**src/rtl/uart_pkg.sv**
```systemverilog
// Shared UART transmit definitions: FSM state encoding, parity-mode encodings
// and a helper giving the frame length in bit times.
package uart_pkg;

   typedef enum logic [2:0] {
      IDLE   = 3'd0,
      START  = 3'd1,
      DATA   = 3'd2,
      PARITY = 3'd3,
      STOP   = 3'd4
   } tx_state_e;

   localparam logic [1:0] PAR_NONE = 2'b00;
   localparam logic [1:0] PAR_EVEN = 2'b01;
   localparam logic [1:0] PAR_ODD  = 2'b10;

   // The reserved encoding 2'b11 sends no parity bit, same as PAR_NONE.
   function automatic logic parity_active(input logic [1:0] mode);
      return (mode == PAR_EVEN) || (mode == PAR_ODD);
   endfunction

   function automatic int unsigned frame_bit_times(input int unsigned data_bits,
                                                   input logic        parity_en,
                                                   input logic        two_stop);
      int unsigned n;
      n = 32'd1 + data_bits + 32'd1;
      if (parity_en) n = n + 32'd1;
      if (two_stop)  n = n + 32'd1;
      return n;
   endfunction

endpackage

```
**src/rtl/uart_tx_fifo.sv**
```systemverilog
// Synchronous first-word-fall-through FIFO feeding the UART transmitter.
// Full/empty flags are registered and update on the edge after a push or pop.
module uart_tx_fifo #(
   parameter int WIDTH = 8,
   parameter int DEPTH = 4
) (
   input  logic             clk,
   input  logic             rst_n,
   input  logic             push,
   input  logic [WIDTH-1:0] push_data,
   input  logic             pop,
   output logic [WIDTH-1:0] pop_data,
   output logic             full,
   output logic             empty
);

   localparam int AW = $clog2(DEPTH);
   localparam logic [AW-1:0] PTR_ONE   = AW'(1);
   localparam logic [AW:0]   CNT_ONE   = (AW + 1)'(1);
   localparam logic [AW:0]   CNT_DEPTH = (AW + 1)'(DEPTH);

   logic [WIDTH-1:0] mem_reg [DEPTH];
   logic [AW-1:0]    wr_ptr_reg;
   logic [AW-1:0]    rd_ptr_reg;
   logic [AW:0]      count_reg;
   logic [AW:0]      count_next;
   logic             full_reg;
   logic             empty_reg;
   logic             do_push;
   logic             do_pop;

   assign do_push = push && !full_reg;
   assign do_pop  = pop && !empty_reg;

   always_comb begin
      count_next = count_reg;
      case ({do_push, do_pop})
         2'b10:   count_next = count_reg + CNT_ONE;
         2'b01:   count_next = count_reg - CNT_ONE;
         default: count_next = count_reg;
      endcase
   end

   always_ff @(posedge clk or negedge rst_n) begin
      if (!rst_n) begin
         wr_ptr_reg <= '0;
         rd_ptr_reg <= '0;
         count_reg  <= '0;
         full_reg   <= 1'b0;
         empty_reg  <= 1'b1;
      end else begin
         if (do_push) wr_ptr_reg <= wr_ptr_reg + PTR_ONE;
         if (do_pop)  rd_ptr_reg <= rd_ptr_reg + PTR_ONE;
         count_reg <= count_next;
         full_reg  <= (count_next == CNT_DEPTH);
         empty_reg <= (count_next == '0);
      end
   end

   // Storage carries no reset; the pointers alone define what is valid.
   always_ff @(posedge clk) begin
      if (do_push) mem_reg[wr_ptr_reg] <= push_data;
   end

   assign pop_data = mem_reg[rd_ptr_reg];
   assign full     = full_reg;
   assign empty    = empty_reg;

endmodule

```
**src/rtl/uart_tx_core.sv**
```systemverilog
// UART transmitter: bit-rate divider, parity generator and framing FSM with a
// transmit buffer. Define UART_TX_FIFO_EN for a FIFO_DEPTH-entry FIFO; otherwise a single holding register.
module uart_tx_core
   import uart_pkg::*;
#(
   parameter int DATA_BITS  = 8,
   parameter int CLK_DIV    = 16,
   parameter int FIFO_DEPTH = 4
) (
   input  logic                 clk,
   input  logic                 rst_n,
   input  logic                 wr_enable,
   input  logic [DATA_BITS-1:0] tx_data,
   input  logic [1:0]           parity_mode,
   input  logic                 stop_bits,
   output logic                 tx_out,
   output logic                 tx_busy,
   output logic                 fifo_full,
   output logic                 fifo_empty,
   output logic                 overflow
);

   localparam int DIV_W = $clog2(CLK_DIV);
   localparam int BIT_W = $clog2(DATA_BITS);
   localparam logic [DIV_W-1:0] DIV_LAST = DIV_W'(CLK_DIV - 1);
   localparam logic [DIV_W-1:0] DIV_ONE  = DIV_W'(1);
   localparam logic [BIT_W-1:0] BIT_LAST = BIT_W'(DATA_BITS - 1);
   localparam logic [BIT_W-1:0] BIT_ONE  = BIT_W'(1);

   logic                 src_pop;
   logic [DATA_BITS-1:0] src_data;
   logic                 src_full;
   logic                 src_empty;
   logic                 push;

   assign push = wr_enable && !src_full;

`ifdef UART_TX_FIFO_EN
   uart_tx_fifo #(
      .WIDTH (DATA_BITS),
      .DEPTH (FIFO_DEPTH)
   ) u_fifo (
      .clk       (clk),
      .rst_n     (rst_n),
      .push      (push),
      .push_data (tx_data),
      .pop       (src_pop),
      .pop_data  (src_data),
      .full      (src_full),
      .empty     (src_empty)
   );
`else
   logic                 hold_valid_reg;
   logic [DATA_BITS-1:0] hold_data_reg;
   logic                 unused_fifo_depth;

   // FIFO_DEPTH has no meaning without the FIFO.
   assign unused_fifo_depth = (FIFO_DEPTH != 0);

   // Push needs an empty register and pop a full one, so they never coincide.
   always_ff @(posedge clk or negedge rst_n) begin
      if (!rst_n) begin
         hold_valid_reg <= 1'b0;
         hold_data_reg  <= '0;
      end else if (push) begin
         hold_valid_reg <= 1'b1;
         hold_data_reg  <= tx_data;
      end else if (src_pop) begin
         hold_valid_reg <= 1'b0;
      end
   end

   assign src_full  = hold_valid_reg;
   assign src_empty = !hold_valid_reg;
   assign src_data  = hold_data_reg;
`endif

   tx_state_e            state_reg, state_next;
   logic [DIV_W-1:0]     div_reg, div_next;
   logic [BIT_W-1:0]     bit_idx_reg, bit_idx_next;
   logic [DATA_BITS-1:0] shift_reg, shift_next;
   logic                 par_en_reg, par_en_next;
   logic                 par_bit_reg, par_bit_next;
   logic                 stop2_reg, stop2_next;
   logic                 stop_cnt_reg, stop_cnt_next;
   logic                 tx_out_reg, tx_out_next;
   logic                 busy_reg, busy_next;
   logic                 overflow_reg;
   logic                 div_tc;
   logic                 load_frame;

   assign div_tc = (div_reg == DIV_LAST);

   // tx_out_next is the line level of the bit the FSM is entering, so the
   // registered output lines up with the state change.
   always_comb begin
      state_next    = state_reg;
      bit_idx_next  = bit_idx_reg;
      shift_next    = shift_reg;
      par_en_next   = par_en_reg;
      par_bit_next  = par_bit_reg;
      stop2_next    = stop2_reg;
      stop_cnt_next = stop_cnt_reg;
      tx_out_next   = tx_out_reg;
      busy_next     = busy_reg;
      load_frame    = 1'b0;
      src_pop       = 1'b0;
      div_next      = (state_reg == IDLE || div_tc) ? '0 : div_reg + DIV_ONE;

      case (state_reg)
         IDLE: begin
            if (!src_empty) load_frame = 1'b1;
         end
         START: begin
            if (div_tc) begin
               state_next   = DATA;
               bit_idx_next = '0;
               tx_out_next  = shift_reg[0];
            end
         end
         DATA: begin
            if (div_tc) begin
               if (bit_idx_reg == BIT_LAST) begin
                  if (par_en_reg) begin
                     state_next  = PARITY;
                     tx_out_next = par_bit_reg;
                  end else begin
                     state_next    = STOP;
                     stop_cnt_next = 1'b0;
                     tx_out_next   = 1'b1;
                  end
               end else begin
                  shift_next   = shift_reg >> 1;
                  bit_idx_next = bit_idx_reg + BIT_ONE;
                  tx_out_next  = shift_reg[1];
               end
            end
         end
         PARITY: begin
            if (div_tc) begin
               state_next    = STOP;
               stop_cnt_next = 1'b0;
               tx_out_next   = 1'b1;
            end
         end
         STOP: begin
            if (div_tc) begin
               if (stop2_reg && !stop_cnt_reg) begin
                  stop_cnt_next = 1'b1;
               end else if (!src_empty) begin
                  load_frame = 1'b1;
               end else begin
                  state_next  = IDLE;
                  busy_next   = 1'b0;
                  tx_out_next = 1'b1;
               end
            end
         end
         default: begin
            state_next  = IDLE;
            busy_next   = 1'b0;
            tx_out_next = 1'b1;
         end
      endcase

      // Frame settings are captured with the data so mid-frame changes wait.
      if (load_frame) begin
         src_pop      = 1'b1;
         state_next   = START;
         shift_next   = src_data;
         par_en_next  = parity_active(parity_mode);
         par_bit_next = (^src_data) ^ (parity_mode == PAR_ODD);
         stop2_next   = stop_bits;
         tx_out_next  = 1'b0;
         busy_next    = 1'b1;
         div_next     = '0;
      end
   end

   always_ff @(posedge clk or negedge rst_n) begin
      if (!rst_n) begin
         state_reg    <= IDLE;
         div_reg      <= '0;
         bit_idx_reg  <= '0;
         shift_reg    <= '0;
         par_en_reg   <= 1'b0;
         par_bit_reg  <= 1'b0;
         stop2_reg    <= 1'b0;
         stop_cnt_reg <= 1'b0;
         tx_out_reg   <= 1'b1;
         busy_reg     <= 1'b0;
         overflow_reg <= 1'b0;
      end else begin
         state_reg    <= state_next;
         div_reg      <= div_next;
         bit_idx_reg  <= bit_idx_next;
         shift_reg    <= shift_next;
         par_en_reg   <= par_en_next;
         par_bit_reg  <= par_bit_next;
         stop2_reg    <= stop2_next;
         stop_cnt_reg <= stop_cnt_next;
         tx_out_reg   <= tx_out_next;
         busy_reg     <= busy_next;
         overflow_reg <= wr_enable && src_full;
      end
   end

   assign tx_out     = tx_out_reg;
   assign tx_busy    = busy_reg;
   assign fifo_full  = src_full;
   assign fifo_empty = src_empty;
   assign overflow   = overflow_reg;

endmodule

```
**config.mk**
```make
export PLATFORM = sky130hd
export DESIGN_NAME = uart_tx_core
export DESIGN_NICKNAME = d
export VERILOG_FILES = /design/src/rtl/uart_pkg.sv /design/src/rtl/uart_tx_fifo.sv /design/src/rtl/uart_tx_core.sv
export SDC_FILE = /design/constraint.sdc
export NUM_CORES = 1
export LEC_CHECK = 0
export BUFFER_PORTS_ARGS = -buffer_cell sky130_fd_sc_hd__buf_2
export CAP_MARGIN = 20
export CORE_MARGIN = 1
export CORE_UTILIZATION = 50
export CTS_CLUSTER_DIAMETER = 30
export DETAILED_ROUTE_END_ITERATION = 16
export PLACE_DENSITY = 0.7
export SLEW_MARGIN = 20
export SYNTH_ARGS = -nofsm -noshare
export SYNTH_HDL_FRONTEND = slang
export SYNTH_SLANG_ARGS = --single-unit
```
**constraint.sdc**
```tcl
create_clock -name clk -period 2.52 [get_ports clk]
set_input_delay 0.504 -clock clk [delete_from_list [all_inputs] [get_ports clk]]
set_output_delay 0.504 -clock clk [all_outputs]
set_load 0.01 [all_outputs]
```
* Word level (Yosys, flattened, before mapping)
Cells that the tools add are included.
** Operators by class
- Equal/unequal tests :: 26
- Mux-type cells :: 49
- Reduce and logical (&&, ||, !) cells :: 21
- Add/sub/neg operators :: 2
- Bitwise operators :: 1
** Operators by type and width (number)
- $mux W3 :: 12
- $mux W8 :: 4
- $mux W1 :: 25
- $ne A3 B3 Y1 const B :: 7
- $ne A2 B2 Y1 const B :: 10
- $pmux W3 S5 :: 1
- $reduce_and A7 Y1 :: 2
- $mux W4 :: 2
- $reduce_and A4 Y1 :: 2
- $reduce_and A8 Y1 :: 1
- $reduce_bool A2 Y1 :: 4
- $reduce_xor A8 Y1 :: 1
- $eq A3 B2 Y1 const B :: 2
- $eq A3 B3 Y1 const B :: 2
- $pmux W3 S2 :: 1
- $pmux W1 S5 :: 1
- $add A4 B1 Y4 const B :: 1
- $eq A4 B4 Y1 const B :: 1
- $pmux W1 S2 :: 2
- $reduce_or A4 Y1 :: 1
- $add A3 B1 Y3 const B :: 1
- $eq A3 B1 Y1 const B :: 1
- $logic_and A1 B1 Y1 :: 3
- $logic_not A3 Y1 :: 1
- other kinds (9) :: 11
** Word-level totals
- Logic and storage cells :: 112
- Bits of input ports :: 14
- Output and inout port bits :: 5
- Register bits after elaboration :: 34

* Logic depth before layout (Yosys ltp)
- Depth in word-level cells :: 8
- Depth in mapped cells :: 6
- Depth with buffers taken out :: 6

* Worst setup path before layout
Ideal clock, no wire load.
- Path kind :: register -> register
- Start :: register bit_idx_reg[0]
- End :: register shift_reg[1]
- Path slack :: 0.376 ns
- Path buffers :: 1
- Setup time :: 0.125 ns
- Data required time :: 2.395 ns
- Stages on the path, launching flop included :: 7
- Arrival time :: 2.019 ns
- Clock period less this slack :: 2.144 ns
- Cells stage by stage :: dfrtp_1 -> ha_1 -> ha_1 -> or4_4 -> buf_6 -> mux2_4 -> mux2_4
** On the way
- Longest elaborated chain between the ends :: 3
** Ends and longest elaborated chain
- start: declaration :: line uart_tx_core.sv:80 : logic [BIT_W-1:0] bit_idx_reg, bit_idx_next;
- start signal: assignment :: line uart_tx_core.sv:196 : bit_idx_reg <= bit_idx_next;
- $eq A3 B3 Y1 :: line uart_tx_core.sv:123 : if (bit_idx_reg == BIT_LAST) begin
- $ne A2 B2 Y1 (no source line)
- $reduce_and A3 Y1 (no source line)
- end signal: assignment :: line uart_tx_core.sv:197 : shift_reg <= shift_next;
- end: declaration :: line uart_tx_core.sv:81 : logic [DATA_BITS-1:0] shift_reg, shift_next;
Every way passes these cells.
A chain may end at the register's enable or synchronous reset.

* Worst setup path in the final report
Same ends and word-level chain as after synthesis.

==> flow_summary.json <==
{
  "cts_max_level": 2,
  "max-vdd-ir-drop_mv": 0.518,
  "path_class": "reg2reg",
  "fin_ws_ns": 0.266,
  "startpoint_type": "register",
  "fin_skew_ns": 0.0124,
  "synthTopCellsByArea": "dfrtp_1 (47%), mux2_4 (10%), mux2_2 (5.7%)",
  "clkSinkCount": 34,
  "synthesis.area_um2": 1770,
  "hold_class": "in2async",
  "cp_slowest_cell": "or4_4",
  "synth_area_leader_cell": "dfrtp_1",
  "postSynthAreaPerCell_um2": 11.8,
  "slew_headroom_pct": 50.3,
  "worstRegToRegCells": 5,
  "numCtsBuffers": 5,
  "postCtsSetupBuffers": 0,
  "synth_edf_count": 0,
  "nFillCells": 310,
  "tightest_slew_ns": 0.745,
  "cp-startpoint": "bit_idx_reg[0]",
  "routedWlPerCell_um": 15.0,
  "dp_slack_ns": 0.288,
  "synth_top_area_share_pct": 46.8,
  "hpwl_um": 2310,
  "max_stage_delay_ns": 0.64,
  "power.density_nw_per_um2": 1140,
  "grt_pass1_wl_um": 5470,
  "ys_warn_count": 0,
  "die-area_um2": 3770,
  "routabilityCongestion": 0.813,
  "drc_errors": 0,
  "synth_most_common_cell": "dfrtp_1",
  "initial_core_util_pct": 52.5,
  "gr-usage-all-layers_pct": 20.3,
  "rr_startpoint": "bit_idx_reg[0]",
  "nets": 189,
  "ios": 19,
  "fin_tns_setup_ns": 0,
  "hold_viol": 0,
  "ys_seq_area_share_pct": 48.3,
  "cp_max_fo": 8,
  "arrival_ns": 2.47,
  "synth.distinct_cells": 42,
  "period_minus_slack_ns": 2.25,
  "diodes": 0,
  "grt_pass1_vias": 1221,
  "leakagePower_uw": 0.000901,
  "syn-num-nets": 168,
  "grt_max_degree": 35,
  "via_per_inst": 5.52,
  "place_area_um2": 1890,
  "drt_wl_total_um": 3260,
  "setup_viol": 0,
  "fin_util_pct": 57.7,
  "synthArstFlopShare_pct": 100,
  "stdcell_area_um2": 1940,
  "ys.flop_type": "dfrtp_1",
  "path_clk_slew_ns": 0.10,
  "drive_gt1_share_pct": 32.0,
  "finalMaxSlewViolations": 0,
  "cts_hold_buf": 0,
  "netlist_instances": 150,
  "vias": 1204,
  "antenna_found_initial": 0,
  "fmax_mhz": 444,
  "clk_latency_ns": 0.33,
  "die_h_um": 61.4,
  "syn2layout_area_growth_pct": 9.85,
  "status": "completed",
  "period_share_pct": 89.5,
  "overflow": 0,
  "ys_ff_latch": 34,
  "ctsLongestPathBuffers": 2,
  "crit_path_cell_trace": "ha_1 -> ha_1 -> or4_4 -> mux2_4 -> mux2_4",
  "postRouteAntennaNets": 0,
  "core_um2": 3360,
  "whs_ns": 0.232,
  "first_pass_iters": 4,
  "rsz0062_at_grt": "false",
  "root_buffer": "clkbuf_4",
  "synthTopCellsByCount": "dfrtp_1 (33), mux2_4 (12), o21ai_0 (11)",
  "worst_ep_required_time_ns": 2.74,
  "dieWidth_um": 61.4,
  "cap_violations": 0,
  "cp-end-kind": "register",
  "rows": 21,
  "io_buffers": 18,
  "cts_resized": 0,
  "drt_iter0_markers": 46,
  "cts_tree": "yes"
}
-- cell usage in the layout (no fill, tap or decap), types with 4 or more instances in the layout --
| master | instances |
|---|---|
| o21ai_0 | 11 |
| buf_2 | 18 |
| clkbuf_4 | 5 |
| nand2_1 | 10 |
| dfrtp_1 | 33 |
| mux2_4 | 12 |
| nor2_1 | 5 |
| inv_1 | 7 |
| a21oi_1 | 5 |
| mux2_2 | 9 |
| xnor2_1 | 6 |
| ha_1 | 4 |
-- layout make-up --
| type | count | area, µm² | area share [%] |
|---|---|---|---|
| Tap cell | 46 | 57.6 | 2.97 |
| Timing Repair Buffer | 21 | 113 | 5.81 |
| Clock buffer | 8 | 48.8 | 2.52 |
| Inverter | 7 | 26.3 | 1.35 |
| Sequential cell | 34 | 852 | 43.9 |
| Multi-Input combinational cell | 102 | 842 | 43.4 |
-- routing by layer --
metal / share of wire [%] / global-route usage, %
met1: 48 / 28.1
met2: 47 / 30.6
met3: 3.6 / 4.41
met4: 1.3 / 9.52
met5: 0 / 0
-- critical path, delay by kind of cell (launching register included) --
family	cells	cell delay [ns]
flip-flops	1	0.42
AND/OR/NAND/NOR	1	0.64
multiplexers	2	0.59
adder cells (fa/ha/maj)	2	0.49
-- power breakdown --
part | leakage (µW) | switching (µW) | total, µW | internal (µW)
clock network | 0.0000265 | 170 | 281 | 111
logic | 0.000466 | 363 | 923 | 560
registers | 0.000409 | 233 | 1020 | 783
total | 0.000901 | 767 | 2220 | 1450
-- cells by family (layout without fill, tap and decap cells) --
kind of cell | count (synthesis) | count (layout) | synth area share [%]
xor+xnor | 9 | 9 | 5.24
mux | 23 | 23 | 17.1
compound gates | 33 | 33 | 12.1
fa+ha+maj | 4 | 4 | 2.83
flops | 34 | 34 | 48.3
simple gates | 33 | 33 | 10.4
buf+inv | 14 | 36 | 4.04
-- per-stage QoR --
step | cells | power (µW)
after CTS | 218 | 2240
after global placement | 210 | 1890
after global routing | 218 | 2380
after detailed placement | 210 | 1950
final | 218 | 2220
after floorplan | 150 | 1730
-- worst paths after layout --
check                              endpoint  slack [ns]
max in group asynchronous  hold_data_reg[6]        1.81
min in group clk           hold_data_reg[4]        0.39
setup reg to reg               shift_reg[1]        0.27
setup / recovery               shift_reg[1]        0.27
hold reg to reg                  div_reg[0]        0.48
hold / removal                 shift_reg[5]        0.23
Power figures use the tool's default switching activity.
